File: config.mk
export PLATFORM = sky130hd
export DESIGN_NAME = vector_seq_divider
export DESIGN_NICKNAME = d
export VERILOG_FILES = /design/src/rtl/vector_seq_divider.sv
export SDC_FILE = /design/constraint.sdc
export NUM_CORES = 1
export LEC_CHECK = 0
export ABC_AREA = 1
export BUFFER_PORTS_ARGS = -buffer_cell sky130_fd_sc_hd__buf_2
export CELL_PAD_IN_SITES_DETAIL_PLACEMENT = 0
export CELL_PAD_IN_SITES_GLOBAL_PLACEMENT = 1
export CORE_ASPECT_RATIO = 0.9
export CORE_MARGIN = 2
export CORE_UTILIZATION = 42
export CTS_CLUSTER_SIZE = 28
export DETAILED_ROUTE_END_ITERATION = 8
export GPL_ROUTABILITY_DRIVEN = 0
export PLACE_DENSITY_LB_ADDON = 0.1
export SLEW_MARGIN = 20
export SYNTH_ARGS = -nofsm -noshare
export SYNTH_HDL_FRONTEND = slang
export SYNTH_SLANG_ARGS = --single-unit
File: constraint.sdc
create_clock -name clk -period 1.96 [get_ports clk]
set_input_delay 0.196 -clock clk [delete_from_list [all_inputs] [get_ports clk]]
set_output_delay 0.196 -clock clk [all_outputs]
set_load 0.005 [all_outputs]
File: src/rtl/vector_seq_divider.sv
// Multi-lane sequential restoring divider: one quotient bit per lane per cycle, MSB first.
// Define VECTOR_SEQ_DIVIDER_SIGNED_EN for two's-complement operation; unsigned otherwise.
module vector_seq_divider #(
    parameter int WIDTH = 8,
    parameter int LANES = 8
) (
    input  logic                         clk,
    input  logic                         rst,
    input  logic                         in_valid,
    output logic                         in_ready,
    input  logic [LANES-1:0][WIDTH-1:0]  operand1,
    input  logic [LANES-1:0][WIDTH-1:0]  operand2,
    output logic                         out_valid,
    input  logic                         out_ready,
    output logic [LANES-1:0][WIDTH-1:0]  quotient,
    output logic [LANES-1:0][WIDTH-1:0]  remainder,
    output logic [LANES-1:0]             V,
    output logic [LANES-1:0]             N,
    output logic [LANES-1:0]             Z
);

    localparam int CNT_W = $clog2(WIDTH + 1);
    localparam logic [CNT_W-1:0] CNT_LAST = CNT_W'(WIDTH);
    localparam logic [CNT_W-1:0] CNT_ONE  = {{(CNT_W-1){1'b0}}, 1'b1};
    localparam logic [WIDTH-1:0] ALL_ONES = {WIDTH{1'b1}};
    localparam logic [WIDTH-1:0] ALL_ZERO = {WIDTH{1'b0}};
`ifdef VECTOR_SEQ_DIVIDER_SIGNED_EN
    localparam logic [WIDTH-1:0] ONE      = {{(WIDTH-1){1'b0}}, 1'b1};
    localparam logic [WIDTH-1:0] MOST_NEG = {1'b1, {(WIDTH-1){1'b0}}};
`endif

    typedef enum logic [1:0] {
        IDLE = 2'd0,
        RUN  = 2'd1,
        DONE = 2'd2
    } state_t;

    state_t                        state_q,  state_d;
    logic [CNT_W-1:0]              cnt_q,    cnt_d;
    logic [LANES-1:0][WIDTH-1:0]   op1_q,    op1_d;
    logic [LANES-1:0][WIDTH-1:0]   op2_q,    op2_d;
    logic [LANES-1:0][WIDTH-1:0]   acc_q,    acc_d;
    logic [LANES-1:0][WIDTH-1:0]   quo_q,    quo_d;
    logic [LANES-1:0][WIDTH-1:0]   q_res_q,  q_res_d;
    logic [LANES-1:0][WIDTH-1:0]   r_res_q,  r_res_d;
    logic [LANES-1:0]              v_q,      v_d;
    logic [LANES-1:0]              n_q,      n_d;
    logic [LANES-1:0]              z_q,      z_d;

`ifdef VECTOR_SEQ_DIVIDER_SIGNED_EN
    function automatic logic [WIDTH-1:0] negate(input logic [WIDTH-1:0] v);
        negate = ~v + ONE;
    endfunction

    // The most-negative value maps onto itself, which is its correct unsigned magnitude.
    function automatic logic [WIDTH-1:0] magnitude(input logic [WIDTH-1:0] v);
        magnitude = v[WIDTH-1] ? negate(v) : v;
    endfunction
`else
    function automatic logic [WIDTH-1:0] magnitude(input logic [WIDTH-1:0] v);
        magnitude = v;
    endfunction
`endif

    logic [WIDTH+1:0] trial_s;
    logic [WIDTH-1:0] dvs_s;
    logic [WIDTH-1:0] qv_s;
    logic [WIDTH-1:0] rv_s;
    logic             ovf_s;

    // Next-state, restoring-division step and result finalisation.
    always_comb begin
        state_d = state_q;
        cnt_d   = cnt_q;
        op1_d   = op1_q;
        op2_d   = op2_q;
        acc_d   = acc_q;
        quo_d   = quo_q;
        q_res_d = q_res_q;
        r_res_d = r_res_q;
        v_d     = v_q;
        n_d     = n_q;
        z_d     = z_q;
        trial_s = {(WIDTH+2){1'b0}};
        dvs_s   = ALL_ZERO;
        qv_s    = ALL_ZERO;
        rv_s    = ALL_ZERO;
        ovf_s   = 1'b0;

        case (state_q)
            IDLE: begin
                if (in_valid) begin
                    op1_d   = operand1;
                    op2_d   = operand2;
                    cnt_d   = {CNT_W{1'b0}};
                    for (int i = 0; i < LANES; i++) begin
                        acc_d[i] = ALL_ZERO;
                        quo_d[i] = magnitude(operand1[i]);
                    end
                    state_d = RUN;
                end else begin
                    state_d = IDLE;
                end
            end

            RUN: begin
                if (cnt_q != CNT_LAST) begin
                    // quo_q shifts dividend bits out at the top and quotient bits in at the bottom.
                    for (int i = 0; i < LANES; i++) begin
                        dvs_s   = magnitude(op2_q[i]);
                        trial_s = {1'b0, acc_q[i], quo_q[i][WIDTH-1]} - {2'b00, dvs_s};
                        if (!trial_s[WIDTH+1]) begin
                            acc_d[i] = trial_s[WIDTH-1:0];
                        end else begin
                            acc_d[i] = {acc_q[i][WIDTH-2:0], quo_q[i][WIDTH-1]};
                        end
                        quo_d[i] = {quo_q[i][WIDTH-2:0], ~trial_s[WIDTH+1]};
                    end
                    cnt_d = cnt_q + CNT_ONE;
                end else begin
                    for (int i = 0; i < LANES; i++) begin
`ifdef VECTOR_SEQ_DIVIDER_SIGNED_EN
                        qv_s  = (op1_q[i][WIDTH-1] ^ op2_q[i][WIDTH-1]) ? negate(quo_q[i]) : quo_q[i];
                        rv_s  = op1_q[i][WIDTH-1] ? negate(acc_q[i]) : acc_q[i];
                        ovf_s = (op1_q[i] == MOST_NEG) && (op2_q[i] == ALL_ONES);
`else
                        qv_s  = quo_q[i];
                        rv_s  = acc_q[i];
                        ovf_s = 1'b0;
`endif
                        if (op2_q[i] == ALL_ZERO) begin
                            qv_s   = ALL_ONES;
                            rv_s   = op1_q[i];
                            v_d[i] = 1'b1;
                        end else begin
                            v_d[i] = ovf_s;
                        end
                        q_res_d[i] = qv_s;
                        r_res_d[i] = rv_s;
                        n_d[i]     = qv_s[WIDTH-1];
                        z_d[i]     = (qv_s == ALL_ZERO);
                    end
                    state_d = DONE;
                end
            end

            DONE: begin
                if (out_ready) begin
                    state_d = IDLE;
                end else begin
                    state_d = DONE;
                end
            end

            default: begin
                state_d = IDLE;
            end
        endcase
    end

    // State, datapath and result registers with synchronous reset.
    always_ff @(posedge clk) begin
        if (rst) begin
            state_q <= IDLE;
            cnt_q   <= {CNT_W{1'b0}};
            op1_q   <= {(LANES*WIDTH){1'b0}};
            op2_q   <= {(LANES*WIDTH){1'b0}};
            acc_q   <= {(LANES*WIDTH){1'b0}};
            quo_q   <= {(LANES*WIDTH){1'b0}};
            q_res_q <= {(LANES*WIDTH){1'b0}};
            r_res_q <= {(LANES*WIDTH){1'b0}};
            v_q     <= {LANES{1'b0}};
            n_q     <= {LANES{1'b0}};
            z_q     <= {LANES{1'b0}};
        end else begin
            state_q <= state_d;
            cnt_q   <= cnt_d;
            op1_q   <= op1_d;
            op2_q   <= op2_d;
            acc_q   <= acc_d;
            quo_q   <= quo_d;
            q_res_q <= q_res_d;
            r_res_q <= r_res_d;
            v_q     <= v_d;
            n_q     <= n_d;
            z_q     <= z_d;
        end
    end

    assign in_ready  = (state_q == IDLE);
    assign out_valid = (state_q == DONE);
    assign quotient  = q_res_q;
    assign remainder = r_res_q;
    assign V         = v_q;
    assign N         = n_q;
    assign Z         = z_q;

endmodule
==> results of run 1 <==
## where the power goes
| group | switching [uW] | internal [uW] | total [uW] |
|---|---|---|---|
| sequential | 585 | 8960 | 9540 |
| combinational | 5960 | 3760 | 9730 |
| clock | 3500 | 5250 | 8740 |
| total | 10000 | 18000 | 28000 |
## cells in the mapped netlist, drive strengths merged
cell type / number / share of area, %
o221ai: 42 / 1.9
ha: 66 / 4.2
buf: 75 / 2.1
nor2: 244 / 4.8
xnor2: 5 / 0.22
nand2: 523 / 9.9
dfxtp: 406 / 41
clkbuf: 79 / 1.5
inv: 388 / 7.3
nand3: 166 / 4.4
nor3: 7 / 0.18
fa: 8 / 0.81
nor4: 6 / 0.19
or2: 11 / 0.35
xor2: 19 / 0.84
o211ai: 142 / 5.4
nand4: 85 / 2.7
and3: 1 / 0.031
nand3b: 5 / 0.19
a21oi: 182 / 5.0
o21ai: 214 / 5.4
a31oi: 57 / 1.8
## per-stage QoR
stage	area [sq um]	worst slack (ps)	instances	hold WS, ps
after floorplan	19900	312	2731	357
after global placement	22200	146	3560	457
after detailed placement	22200	85.4	3560	458
after CTS	25000	58.8	3765	27.7
after global routing	25100	-62.2	3769	28.5
final	25100	93.7	3770	36.8
## flip-flops by register name (all words and copies together) (netlist names)
register	cells
N	7
V	8
Z	8
acc_q	64
cnt_q	4
op1_q	64
op2_q	64
quo_q	64
quotient	57
remainder	64
state_q	2
## kinds of logic (layout without fill, tap and decap cells)
group | Yosys count | count (layout)
AND/OR/NAND/NOR | 1048 | 1048
flip-flops | 406 | 406
AO/OA/AOI/OAI | 637 | 637
buffers and inverters | 542 | 963
adder cells (fa/ha/maj) | 74 | 74
other | 0 | 2
XOR/XNOR | 24 | 24
## how the worst max path moves through the flow
| stage | start | to | slack [ps] | cells after the start |
|---|---|---|---|---|
| 5_1_grt | op2_q[19] | acc_q[22] | -60 | 11 |
| 3_3_place_gp | state_q[1] | quo_q[16] | 150 | 7 |
| 3_5_place_dp | op2_q[20] | acc_q[22] | 90 | 11 |
| 2_1_floorplan | op2_q[11] | acc_q[13] | 310 | 9 |
| 6_report | op2_q[18] | acc_q[22] | 90 | 11 |
| 4_1_cts | op2_q[20] | acc_q[22] | 60 | 11 |
## timing repair
action	4_1_cts	5_1_grt
buffers inserted	0	2
endpoints found under the hold margin	192	0
setup endpoints to repair	0	34
hold buffers	128	0
gates resized for setup	0	13
## metal layers
metal	global-route usage, %	vias to the layer above	part of all wire, %
li1	-	9917	-
met1	37.2	9172	47
met2	40.4	491	43
met3	6.53	113	7.0
met4	8.43	2	2.8
met5	0	-	0.021
## worst register-to-register path, cell delays in order, from the launching register on
cell and delay (ps):
dfxtp_1 320, inv_1 70, ha_1 370, nand2_1 110, nand2_1 50, nand2_1 90
nand2_1 70, nand2_1 160, nand3_4 170, nand3_1 140, nand3_1 80, a21oi_1 170
## layout by cell type (no fill, tap or decap), types with 11 or more instances in the layout
cell type	instances
nor2_1	232
buf_4	69
inv_1	381
a31oi_1	57
o221ai_1	42
ha_1	65
nand2_1	519
buf_12	15
buf_2	284
dlygate4sd3_1	128
nand4_1	85
clkbuf_1	11
nand3_1	156
xor2_1	19
o211ai_1	142
clkbuf_16	46
o21ai_0	207
a21oi_1	174
or2_2	11
dfxtp_1	405
## final cells by class
cell class	count	share of cell area, %
clock inverter	11	0.758
tap	616	3.07
timing repair buffer	498	14.2
clock buffer	66	5.20
antenna	2	0.0199
multi-input combinational	1783	38.5
inverter	388	5.84
sequential	406	32.4
==> metrics.txt, run 1 <==
status=complete, no violations; Sequential cell area=8130 sq um; CTS Sinks=406; Syn-to-layout area delta=26.2%; Die Y=between 200 and 250 microns; area occupied by multi-input gates=roughly 9700 sq um; Yosys reg bits=approximately 410; Hold Path Cell Cnt=3; DP Wirelength=47.1 mm; worst rel slew slack=a little over two fifths; Max clock buf depth=3; I/O Pins=between 200 and 300; CTS Root Cell=clkbuf_16; final hold violation count=0; die area=49100 sq um; Synth Instances=2731; max frequency=536 MHz; Least-Margin Pin Slew=860 ps; HP Class=in2reg; main combinational cell family by area after synthesis=simple AND/OR/NAND/NOR gates; Initial Util=42.6%; fin crit share=95.2%; post-synthesis adder-cell area fraction=between 4 and 5%; Synth Area in XOR/XNOR=1.06%; syn nets=2937; WS Path Type=reg2reg; fin nets=3328; vias in the first global route=18700; final core occ=roughly 54%; number of buffers created by CTS=45; initial antenna violation count=2; mux contribution to synthesized area=0%; setup tns final=0 ps; Crit Reg-Reg Endpoint=acc_q[22]; HP Start=operand2[55]; total power=between 20000 and 30000 uW; CORE AREA=46600 sq um; port bufs=approximately 290; CP max stage delay=370 ps; Iteration-0 DRC Markers=1362; drt via density=5.22; Worst R2R Path Depth=11; static leakage=roughly 0.012 uW; Filler cells=4538; fraction of layout cells with a size suffix above 1=between 10% and 20%; site row count=75; clock slew at reported path FFs=roughly 60 ps; CP top delay family=simple AND/OR/NAND/NOR gates; Worst Setup End Kind=flop; # setup viols final=0; pwr dens=1120 nW/um^2; 1st-pass router iterations=7; Endpoint, Worst Hold=op2_q[55]; Synth Area in Simple Gates=22.7%; cell area after synthesis=between 15000 and 20000 sq um; Critical-path top delay cell=ha_1; Max IR drop VDD=around 0.64 mV; via count=~20000; first-pass GRT wire length=slightly above 100 mm; antenna viol nets, final=0; chip width=233 microns; Final Max Slew Viols=0; Seq/Total Area, Yosys=40.9%; Overflow after GRT=0; worst path bufs/invs=1; Arr. time, crit path=2370 ps; CTS H-Tree Depth=2; Worst Path Required=2460 ps; RSZ-0062 raised after global routing=true; DR WL/cell=17.7 microns; final WL=66.9 mm; worst skew pair latency=580 ps; CTS tree=built; cell mode on critical path=nand2_1; CP startpoint kind=flop; Post-Syn Area per Cell=~7.3 sq um; largest net degree at the start of global routing=85; max-cap violation count=0; Tmin final=1870 ps; DRC violations left=0; crit path max fanout=9; synth warn=0; Clock Skews=20.9 ps; reg2reg setup slack=~94 ps; Compound-Gate Fraction of Synth Area=19.4%; Reg-to-Reg Start=op2_q[18]; GRT Total Usage=between 20% and 30%; count of different cell masters after synthesis=32; CP Cell Sequence=inv_1 -> ha_1 -> nand2_1 -> nand2_1 -> nand2_1 -> nand2_1 -> nand2_1 -> nand3_4 -> nand3_1 -> nand3_1 -> a21oi_1
(Power assumes the default switching activity.)
==> run 2, diff against run 1 <==
--- a/config.mk
+++ b/config.mk
@@ -10,12 +10,11 @@
 export CELL_PAD_IN_SITES_DETAIL_PLACEMENT = 0
 export CELL_PAD_IN_SITES_GLOBAL_PLACEMENT = 1
 export CORE_ASPECT_RATIO = 0.9
-export CORE_MARGIN = 2
 export CORE_UTILIZATION = 42
 export CTS_CLUSTER_SIZE = 28
 export DETAILED_ROUTE_END_ITERATION = 8
 export GPL_ROUTABILITY_DRIVEN = 0
-export PLACE_DENSITY_LB_ADDON = 0.1
+export PLACE_DENSITY_LB_ADDON = 0.12
 export SLEW_MARGIN = 20
 export SYNTH_ARGS = -nofsm -noshare
 export SYNTH_HDL_FRONTEND = slang
==> run 2 against run 1 <==
Wire length grew 0.46%. Die area shrank 1.8%. Combinational power grew 2%. Clock-buffer cell count grew 1. Hold slack gained 65 ps. Global-route usage grew 0.64 points. Critical path type unchanged.
==> metrics.txt, run 2 (synthesis gave the netlist of run 1 again) <==
status=complete, no violations; # setup viols final=0 (unchanged); fraction of layout cells with a size suffix above 1=16.0% (+0.49 points); HP Start=operand2[31]; 1st-pass router iterations=5 (-2); final WL=67.2 mm (+0.46%); Arr. time, crit path=2290 ps (-80 ps); CTS Root Cell=clkbuf_16; static leakage=0.0120 uW (+0.33%); die area=48200 sq um (-1.8%); max frequency=549 MHz (+2.4%); Iteration-0 DRC Markers=1461 (+7.3%); Filler cells=4477 (-1.3%); initial antenna violation count=1 (-1); drt via density=5.27 (+0.91%); Syn-to-layout area delta=26.8%; DRC violations left=0 (unchanged); fin nets=3333 (+0.15%); CTS tree=built; vias in the first global route=18800 (+0.60%); final core occ=54.1% (+0.27 points); Endpoint, Worst Hold=op2_q[31]; first-pass GRT wire length=105 mm (+1.5%); crit path max fanout=26 (+17); Non-Filler Instances=3778 (+0.21%); Die Y=208 microns (-0.95%); most frequent cells in the layout=nand2_1, dfxtp_1, inv_1; number of buffers created by CTS=45 (unchanged); Clock Skews=21.9 ps (+0.932 ps); design area=25200 sq um (+0.50%); fin crit share=93.0% (-2.2 points); Initial Util=42.6% (unchanged); Overflow after GRT=0 (unchanged); CTS H-Tree Depth=2 (unchanged); total power=28100 uW (+0.19%); DR WL/cell=17.8 microns (+0.25%); Max clock buf depth=3 (unchanged); GRT Total Usage=27.3% (+0.64 points); Worst Setup End Kind=flop; Final Max Slew Viols=0 (unchanged); worst skew pair latency=590 ps (about the same); WS Path Type=reg2reg; DP Wirelength=46.9 mm (-0.44%); clock slew at reported path FFs=60 ps (about the same); site row count=75 (unchanged); I/O Pins=286 (unchanged); Hold Path Cell Cnt=3 (unchanged); Tmin final=1820 ps (-43.9 ps); final hold violation count=0 (unchanged); pwr dens=1110 nW/um^2 (-0.31%); Worst Path Required=2420 ps (-40 ps); reg2reg setup slack=140 ps (+40 ps); Worst R2R Path Depth=9 (-2); worst rel slew slack=30.2% (-12 points); RSZ-0062 raised after global routing=true; CORE AREA=46600 sq um (unchanged); port bufs=285 (unchanged); Max IR drop VDD=0.590 mV (-8.2%); placed cell areas=22200 sq um (+0.21%); CP startpoint kind=flop; chip width=231 microns (-0.86%); Least-Margin Pin Slew=1050 ps (+186 ps); Placed Instances=3563 (+0.084%); Crit Reg-Reg Endpoint=remainder[16]; Reg-to-Reg Start=cnt_q[0]; CTS Sinks=406 (unchanged); via count=19900 (+1.1%); HP Class=in2reg; largest net degree at the start of global routing=103 (+21%); crit path launch=cnt_q[0]; max-cap violation count=0 (unchanged); commonest non-fill, non-tap cell in the layout=nand2_1; antenna viol nets, final=0 (unchanged)
run 2: worst max-delay path by stage:
| stage | endpoint | slack [ps] |
|---|---|---|
| detailed placement | remainder[21] | 80 |
| global placement | acc_q[22] | 110 |
| finish | remainder[16] | 140 |
| floorplan | acc_q[13] | 310 |
| global route | acc_q[45] | -20 |
| CTS | quo_q[40] | 60 |
run 2: timing repair:
item | 4_1_cts | 5_1_grt
hold buffers | 129 | 0
buffers inserted | 0 | 2
resized for setup | 0 | 24
endpoints found under the hold margin | 192 | 0
endpoints found under the setup margin | 0 | 72
run 2: critical path: stages (launching register included):
cell and delay [ps]:
dfxtp_1 330, inv_1 80, ha_1 140, nand3_1 150, nor2_4 230, buf_12 230, buf_4 250, o211ai_1 120
o211ai_1 100, inv_1 60
run 2: final cells by class:
class	count	area [sq um]	share of cell area, %
flip-flops and latches	406	8130	32.2
inverters	388	1460	5.81
repair buffers	503	3640	14.4
clock buffers	67	1310	5.19
multi-input cells	1783	9730	38.6
diodes	1	2.50	0.00992
clock inverters	14	174	0.690
well taps	616	771	3.06
run 2: power breakdown:
part	switching (uW)	total (uW)	internal (uW)
clock	3600	8640	5030
sequential	594	9550	8960
combinational	6060	9880	3820
run 2: metrics by stage:
stage               hold WS (ps)  setup slack [ps]  setup TNS, ps
floorplan                    357               312              0
global placement             456               106              0
detailed placement           459              83.3              0
CTS                         45.6              61.8              0
global route                99.9             -19.3          -19.3
finish                       102               138              0
run 2: routing by layer:
metal  GRT usage [%]  part of all wire (%)
met1            39.4                    48
met2            41.4                    43
met3            4.96                   6.8
met4            7.72                   2.1
met5               0                     0
==> run 3, diff against run 2 <==
--- a/config.mk
+++ b/config.mk
@@ -14,6 +14,7 @@
 export CTS_CLUSTER_SIZE = 28
 export DETAILED_ROUTE_END_ITERATION = 8
 export GPL_ROUTABILITY_DRIVEN = 0
+export GPL_TIMING_DRIVEN = 0
 export PLACE_DENSITY_LB_ADDON = 0.12
 export SLEW_MARGIN = 20
 export SYNTH_ARGS = -nofsm -noshare
==> run 3 against run 2 <==
Utilization rose by 0.86 points. Sequential power increased by 0.6%. Die area stayed put. Setup slack got worse by 110 ps. Critical endpoint is now acc_q[60]. Sequential cell count unchanged. Highest routed layer unchanged. Clock-buffer cell count increased by 2. Non-clock buffer count is 82 higher. Sequential share of layout area decreased by 0.45 points.
==> metrics.txt, run 3 (synthesis gave the netlist of run 1 again) <==
CP startpoint kind=flop; CP Cell Sequence=inv_1 -> ha_1 -> fa_1 -> inv_1 -> a21oi_1 -> xor2_1 -> nand2_1 -> nand3_1 -> a21oi_1; clock power share=28.7% (-2.1 points); worst skew pair latency=580 ps (about the same); design area=25600 sq um (+1.6%); DP Wirelength=59.3 mm (+26%); most frequent cells in the layout=nand2_1, dfxtp_1, inv_1; Syn-to-layout area delta=28.8%; Die Y=208 microns (unchanged); Arr. time, crit path=2350 ps (+60 ps); first-pass GRT wire length=119 mm (+14%); CTS tree=built; worst rel slew slack=31.0% (+0.73 points); Non-Filler Instances=3858 (+2.1%); CTS H-Tree Depth=2 (unchanged); final core occ=54.9% (+0.86 points); Endpoint, Worst Hold=op2_q[62]; RSZ-0062 raised after global routing=true; Critical-path top delay cell=dfxtp_2; CORE AREA=46600 sq um (unchanged); Initial Util=42.6% (unchanged); antenna viol nets, final=0 (unchanged); Worst R2R Path Depth=9 (unchanged); internal cell power=17800 uW (-0.15%); clock slew at reported path FFs=60 ps (about the same); CTS Sinks=406 (unchanged); fin nets=3418 (+2.6%); combinational share of power=37.8% (+2.6 points); HP Start=operand2[62]; die area=48200 sq um (unchanged); Clock Skews=27.3 ps (+5.44 ps); number of buffers created by CTS=44 (-2.2%); status=complete, no violations; setup tns final=0 ps (unchanged); number of diodes=0 (-1); Sw Ratio=38.2% (+1.6 points); commonest non-fill, non-tap cell in the layout=nand2_1; Worst Setup End Kind=flop; Crit Reg-Reg Endpoint=acc_q[60]; DRC violations left=0 (unchanged); WS Path Type=reg2reg; Iteration-0 DRC Markers=2206 (+51%); max frequency=516 MHz (-5.9%); site row count=75 (unchanged); 1st-pass router iterations=6 (+1); port bufs=284 (-0.35%); fin crit share=98.8% (+5.8 points); largest net degree at the start of global routing=13 (-87%); Hold Path Cell Cnt=3 (unchanged); Reg-to-Reg Start=quo_q[63]; Net Switching=11000 uW (+6.9%); chip width=231 microns (unchanged); Max clock buf depth=3 (unchanged); vias in the first global route=19900 (+5.6%); Tmin final=1940 ps (+114 ps); # setup viols final=0 (unchanged); I/O Pins=286 (unchanged); CTS Root Cell=clkbuf_16; pwr dens=1120 nW/um^2 (+0.82%); reg2reg setup slack=20 ps (-110 ps); fraction of layout cells with a size suffix above 1=17.5% (+1.5 points); DR WL/cell=21.0 microns (+18%); Least-Margin Pin Slew=1040 ps (-10.9 ps); drt via density=5.53 (+4.9%); static leakage=0.0122 uW (+1.5%); placed cell areas=22100 sq um (-0.73%); Overflow after GRT=0 (unchanged); crit path max fanout=4 (-85%); Placed Instances=3631 (+1.9%); Max IR drop VDD=0.610 mV (+3.4%); via count=21300 (+7.2%); final hold violation count=0 (unchanged); sequential share of power=33.4% (-0.6 points); initial antenna violation count=0 (-1); final WL=81.1 mm (+21%); GRT Total Usage=32.8% (+5.4 points); Worst Path Required=2370 ps (-50 ps); HP Class=in2reg; CP max stage delay=420 ps (+90 ps); Final Max Slew Viols=0 (unchanged); max-cap violation count=0 (unchanged)
-- run 3: changes by cell type in the layout (fill, tap and decap cells not counted), moves of 9 or more --
cell	before	now
buf_2	284	317
nor2_1	230	215
buf_6	1	13
clkbuf_2	0	14
clkbuf_1	12	78
nor2_4	3	20
buf_4	70	37
buf_12	17	2
nand3_4	7	18
nand2_1	517	508
-- run 3: layout make-up --
| type | count | area (sq um) |
|---|---|---|
| clock inverters | 7 | 73.8 |
| fillers | 4521 | 21000 |
| well taps | 616 | 771 |
| clock buffers | 69 | 1320 |
| plain buffers | 154 | 871 |
| flip-flops and latches | 406 | 8140 |
| multi-input cells | 1787 | 10100 |
| inverters | 388 | 1460 |
| repair buffers | 431 | 2870 |
-- run 3: per-layer routing --
metal / up-vias / GRT usage, % / part of all wire [%] / routed length [microns]
li1: 10100 / - / - / -
met1: 10100 / 46.9 / 44 / 36100
met2: 976 / 49.6 / 43 / 35300
met3: 138 / 5.22 / 9.1 / 7370
met4: 0 / 11.3 / 3.0 / 2430
met5: - / 0 / 0 / 0
-- run 3: repair_timing --
action                                 CTS  global route
pin swaps                                2            15
setup endpoints to repair              282           308
resized for setup                       53           124
endpoints found under the hold margin  189             0
buffers inserted                         2            19
cloned                                   0             5
hold buffers                           125             0
-- run 3: how the worst max path moves through the flow --
stage               cells after the start  slack, ps        from        end
finish                                  9         20   quo_q[63]  acc_q[60]
detailed placement                      6       -340         rst  op2_q[25]
CTS                                     6       -130  state_q[1]  op2_q[21]
global route                            9        -20   op2_q[29]  acc_q[30]
global placement                        4       -310         rst  acc_q[63]
floorplan                               9        310   op2_q[11]  acc_q[13]
-- run 3: per-stage QoR --
stage | total power, uW | hold WS, ps | setup WS, ps
2_1_floorplan | 16300 | 357 | 312
3_3_place_gp | 18700 | 453 | -314
3_5_place_dp | 18800 | 458 | -341
4_1_cts | 27400 | 13.1 | -132
5_1_grt | 30400 | 7.72 | -21.9
6_report | 28700 | 3.51 | 23.2
-- run 3: critical path: cells and delay by family, from the launching register on --
kind / cells / cell delay [ps]
flops: 1 / 420
xor+xnor: 1 / 190
fa+ha+maj: 2 / 640
buf+inv: 2 / 220
simple gates: 2 / 140
compound gates: 2 / 150
-- run 3: power by group through the flow --
stage | Combinational, uW | Sequential, uW | Clock [uW]
floorplan | 6820 | 9490 | 0
global placement | 8950 | 9720 | 0
detailed placement | 9020 | 9740 | 0
CTS | 9550 | 9570 | 8310
global route | 12000 | 9680 | 8680
finish | 10900 | 9610 | 8260
